File: config.mk
export PLATFORM = sky130hd
export DESIGN_NAME = srl_sra_iter
export DESIGN_NICKNAME = d
export VERILOG_FILES = /design/src/rtl/srl_sra_iter.sv
export SDC_FILE = /design/constraint.sdc
export NUM_CORES = 1
export LEC_CHECK = 0
export BUFFER_PORTS_ARGS = -buffer_cell sky130_fd_sc_hd__buf_2
export CAP_MARGIN = 20
export CORE_MARGIN = 4
export CORE_UTILIZATION = 36
export DETAILED_ROUTE_END_ITERATION = 10
export GPL_ROUTABILITY_DRIVEN = 0
export GPL_TIMING_DRIVEN = 0
export PLACE_DENSITY = 0.54
export SYNTH_ARGS = -nofsm -noshare
export SYNTH_HDL_FRONTEND = slang
export SYNTH_SLANG_ARGS = --single-unit
File: constraint.sdc
create_clock -name clock -period 2.8 [get_ports clock]
set_clock_uncertainty 0.1 [all_clocks]
set_input_delay 0.14 -clock clock [delete_from_list [all_inputs] [get_ports clock]]
set_output_delay 0.14 -clock clock [all_outputs]
set_load 0.005 [all_outputs]
File: src/rtl/srl_sra_iter.sv
`default_nettype none
// ============================================================================
//  Module      : srl_sra_iter
//  Description : Multi-cycle 32-bit right shifter supporting logical (SRL) and
//                arithmetic (SRA) shifts. One binary-weighted stage (16, 8, 4,
//                2, 1) is applied per clock, so latency is a fixed 5 cycles
//                after the accepting edge, followed by a one-cycle ready pulse.
//  Revision    : 1.0 - initial release
// ============================================================================
module srl_sra_iter #(
    parameter bit ARITH_EN = 1'b1
) (
    input  logic        clock,
    input  logic        reset,     // synchronous, active-low
    input  logic        start,
    input  logic [31:0] data_in,
    input  logic [4:0]  shamt,
    input  logic        arith,
    output logic [31:0] result,
    output logic        busy,
    output logic        ready
);

    localparam logic [1:0] c_S_IDLE  = 2'd0;
    localparam logic [1:0] c_S_SHIFT = 2'd1;
    localparam logic [1:0] c_S_DONE  = 2'd2;

    localparam logic [2:0] c_LAST_STAGE = 3'd4;

    logic [1:0]  r_state;
    logic [31:0] r_work;
    logic [4:0]  r_shamt;
    logic        r_fill;
    logic [2:0]  r_cnt;
    logic [31:0] r_result;
    logic        r_busy;
    logic        r_ready;

    logic [31:0] w_stage_out;
    logic        w_accept;
    logic        w_fill_in;

    // New work may be taken whenever no shift is in flight (IDLE or DONE).
    assign w_accept  = start && (r_state != c_S_SHIFT);
    // The fill bit is frozen at acceptance so every stage uses the same sign.
    assign w_fill_in = arith && ARITH_EN && data_in[31];

    // Single stage of the shifter: the counter picks the weight and shamt bit.
    always_comb begin
        w_stage_out = r_work;
        case (r_cnt)
            3'd0: if (r_shamt[4]) w_stage_out = {{16{r_fill}}, r_work[31:16]};
            3'd1: if (r_shamt[3]) w_stage_out = {{8{r_fill}},  r_work[31:8]};
            3'd2: if (r_shamt[2]) w_stage_out = {{4{r_fill}},  r_work[31:4]};
            3'd3: if (r_shamt[1]) w_stage_out = {{2{r_fill}},  r_work[31:2]};
            3'd4: if (r_shamt[0]) w_stage_out = {r_fill,       r_work[31:1]};
            default: w_stage_out = r_work;
        endcase
    end

    // Control FSM and datapath registers; all outputs come straight from flops.
    always_ff @(posedge clock) begin
        if (!reset) begin
            r_state  <= c_S_IDLE;
            r_work   <= 32'd0;
            r_shamt  <= 5'd0;
            r_fill   <= 1'b0;
            r_cnt    <= 3'd0;
            r_result <= 32'd0;
            r_busy   <= 1'b0;
            r_ready  <= 1'b0;
        end else begin
            case (r_state)
                c_S_SHIFT: begin
                    r_work <= w_stage_out;
                    if (r_cnt == c_LAST_STAGE) begin
                        r_result <= w_stage_out;
                        r_busy   <= 1'b0;
                        r_ready  <= 1'b1;
                        r_state  <= c_S_DONE;
                    end else begin
                        r_cnt <= r_cnt + 3'd1;
                    end
                end
                default: begin
                    // IDLE and DONE share acceptance; DONE always exits after one cycle.
                    r_ready <= 1'b0;
                    if (w_accept) begin
                        r_work  <= data_in;
                        r_shamt <= shamt;
                        r_fill  <= w_fill_in;
                        r_cnt   <= 3'd0;
                        r_busy  <= 1'b1;
                        r_state <= c_S_SHIFT;
                    end else begin
                        r_busy  <= 1'b0;
                        r_state <= c_S_IDLE;
                    end
                end
            endcase
        end
    end

    assign result = r_result;
    assign busy   = r_busy;
    assign ready  = r_ready;

endmodule
`default_nettype wire

==> results.yml <==
synthesis:
  synth-adder-area-share_pct: 1.107
  post_synth_and_or_nand_nor_area_fraction_pct: 10.74
  netlist.top_cell.by_area: "mux2i_1"
  synth_mux_area_share_pct: 28.88
  synth-seq-cells: 76
  synth.lib_cells_used.distinct: 45
  number_of_enable_type_register_cells_in_the_synthesized_netlist: 0
  post_synth_instance_area_sq_um: 5649
  dominant_combinational_cell_family_by_area_after_synthesis: "multiplexers"
  yosys_most_used_dff: "dfxtp_1"
  synth_fp_nets: 714
  synthesis.area_per_instance_sq_um: 8.457
  synth_largest_type_area_fraction_pct: 27.82
  ys_seq_area_share_pct: 26.93
  synth_warnings: 0
  synthArstFlopShare_pct: 0
  synthesis.instances: 668
  synth-compound-area-share_pct: 24.19
  ys_top_cells_by_area: "mux2i_1 28%, dfxtp_1 27%, o22ai_1 8.4%, o21ai_0 5.0%, clkbuf_1 3.3%"
  synth_xor_xnor_area_share_pct: 0
clock_network:
  tritoncts: "built"
  cts.path.max_buffers: 2
  cts_num_sinks: 76
  clkTransAtPathRegs_ns: 0.06
  root_buffer: "clkbuf_16"
  cts-buffers-inserted: 9
  clock_latency_ns: 0.36
  cts-htree-levels: 3
critical_path:
  critical_path_cell_count: 7
  worst_path_cell_chain: "inv_1 -> ha_1 -> nand2b_1 -> buf_1 -> o22ai_1 -> nor4_1 -> o21ai_0"
  worst_ep_required_time_ns: 2.90
  timing.reg2reg.worst_path_depth: 7
  path_max_fanout: 10
  path_class: "reg -> reg"
  crit_path_buf_inv_count: 2
  critPathTopFamily: "simple AND/OR/NAND/NOR gates"
  timing.critical_path.from_type: "flip-flop"
  cp_data_arrival_time_ns: 2.70
  crit_path_top_delay_cell: "nor4_1"
  largest_stage_delay_on_the_critical_path_ns: 0.57
  critPathCaptureType: "flip-flop"
outcome:
  outcome: "finished, final reports clean"
pwr:
  p_leak_nw: 2.454
  sw_frac_of_total_pct: 32.68
  clkPwrFrac_pct: 35.6
  irDropWorstVdd_uv: 274.0
  share_seq_of_total_power_pct: 36.1
  comb_power_share_pct: 28.3
  power_mw: 3.273
  power_per_cell_area_nw_per_um2: 471.3
  cellInternalPower_mw: 2.203
  net-switching-power_mw: 1.070
layout:
  finish.net_count: 833
  seqCellArea_sq_um: 1521
  multiInputGateArea_sq_um: 3690
  antenna_cells: 0
  areaGrowthSynthToFinish_pct: 22.92
  final.fill_count: 1565
  utilization_pct: 45.34
  post_route_cells_drive_above_1_share_pct: 18.81
global_routing:
  grt_use_met2_pct: 36.37
  grt.met1_usage_pct: 31.81
  global_route.peak_usage_layer: "met2"
  globalRouteOverflowTotal: 0
  grt_util_all_layers_pct: 23.22
  antenna_found_initial: 0
  gr-usage-met3_pct: 4.343
  wire_length_of_the_first_global_routing_pass_um: 32710
  largest_net_degree_at_the_start_of_global_routing: 20
  grt_pass1_vias: 5734
sta:
  setup_viol: 0
  setup_ws_ns: 0.2016
  worst_hold_slack_ns: 0.02338
  worstMarginPinSlew_ns: 0.9012
  drv_slew: 0
  final.min_clock_period_ns: 2.598
  final.period_utilization_pct: 92.80
  setup_tns_ns: 0
  final-hold-violation-count: 0
  max_clock_freq_ghz: 0.3849
  max_slew_margin_pct: 39.92
  rsz0062_at_grt: "false"
placed_design:
  buffer_ports.inserted: 73
  detailed_place_hpwl_um: 14730
  dpl_worst_slack_ns: -0.3143
routing:
  num_vias: 5926
  detailedRoute.firstIterationViolations: 724
  route.antenna.remaining_nets: 0
  routed_wirelength_um: 20800
  post_drt_via_cell_ratio: 5.908
  drt-wirelength-per-cell_um: 20.73
  dr.pass1.iters: 8
  drc_errors: 0
floorplan:
  floorplan.die.width_um: 133.3
  io_pins: 75
  die_height_um: 133.3
  core_region_area_sq_um: 15310
  placementRows: 45
  dieArea_sq_um: 17760
  floorplan.initialDensity_pct: 36.89
worst_hold_path:
  min_delay_path_depth: 3
  min_path_type: "in -> reg"
flow_run:
  timing.max_cap.violations: 0
power groups by stage:
stage | combinational (mW) | sequential [mW] | clock, mW
global route | 1.00 | 1.18 | 1.23
global placement | 0.847 | 1.20 | 0
detailed placement | 0.860 | 1.20 | 0
finish | 0.927 | 1.18 | 1.16
floorplan | 0.624 | 1.18 | 0
CTS | 0.909 | 1.18 | 1.19
synth_stat cells, drive strengths merged (10+ instances only):
| cell | count |
|---|---|
| nand2 | 45 |
| nor2 | 26 |
| nand2b | 11 |
| a21oi | 15 |
| dfxtp | 76 |
| clkbuf | 50 |
| a2111oi | 10 |
| o21ai | 57 |
| o22ai | 76 |
| nor4 | 13 |
| mux2i | 157 |
| buf | 42 |
| nand3b | 11 |
final timing paths:
check                                from                       to  slack (ns)
setup / recovery    r_cnt[0]$_SDFFE_PN0P_  result[16]$_SDFFE_PN0P_        0.20
hold / removal                data_in[16]  r_work[16]$_SDFFE_PN0P_        0.02
setup reg to reg    r_cnt[0]$_SDFFE_PN0P_  result[16]$_SDFFE_PN0P_        0.20
hold reg to reg   result[11]$_SDFFE_PN0P_  result[11]$_SDFFE_PN0P_        0.35
through the flow:
| stage | cells | area [sq um] |
|---|---|---|
| after floorplan | 668 | 5649 |
| after global placement | 952 | 6279 |
| after detailed placement | 952 | 6279 |
| after CTS | 1003 | 6935 |
| after global routing | 1003 | 6944 |
| final | 1003 | 6944 |
sequential cells by signal, indices dropped and copies added (netlist names):
name	cells
r_shamt	5
r_fill	1
ready	1
result	32
r_cnt	3
r_state	2
r_work	32
cell usage in the layout (no fill, tap or decap), types with 11 or more instances in the layout:
cell and n:
mux2i_1 157, buf_2 101, o22ai_1 76, dfxtp_1 76
o21ai_0 56, clkbuf_1 50, nand2_1 45, dlygate4sd3_1 36
nor2_1 25, a21oi_1 15, nand2b_1 11, nor4_1 11
nand3b_1 11
repair_timing:
action	CTS	global route
endpoints found under the hold margin	35	0
gates cloned	0	0
pin swaps	0	0
setup buffers	0	0
endpoints found under the setup margin	40	2
hold buffers	36	0
gates resized for setup	6	2
area by class of cell:
type | instances | share of cell area [%]
Tap cell | 211 | 3.802
Buffer | 91 | 6.306
Multi-Input combinational cell | 493 | 53.14
Inverter | 7 | 0.3784
Clock buffer | 14 | 3.514
Timing Repair Buffer | 109 | 10.45
Clock inverter | 2 | 0.5045
Sequential cell | 76 | 21.91
worst reg2reg max path, cell delays in order (launching register included):
cell and delay, ns:
dfxtp_1 0.39, inv_1 0.10, ha_1 0.22, nand2b_1 0.19, buf_1 0.53, o22ai_1 0.17
nor4_1 0.57, o21ai_0 0.18
layer usage:
layer / vias to the layer above / routed length (um)
li1: 2733 / -
met1: 2852 / 9286
met2: 293 / 9223
met3: 48 / 1645
met4: 0 / 642
met5: - / 0
kinds of logic after synthesis:
kind of cell,Yosys count
buf+inv,99
simple gates,124
fa+ha+maj,5
mux,162
flops,76
compound gates,202
Note: power is estimated with default switching activity, not from simulation.
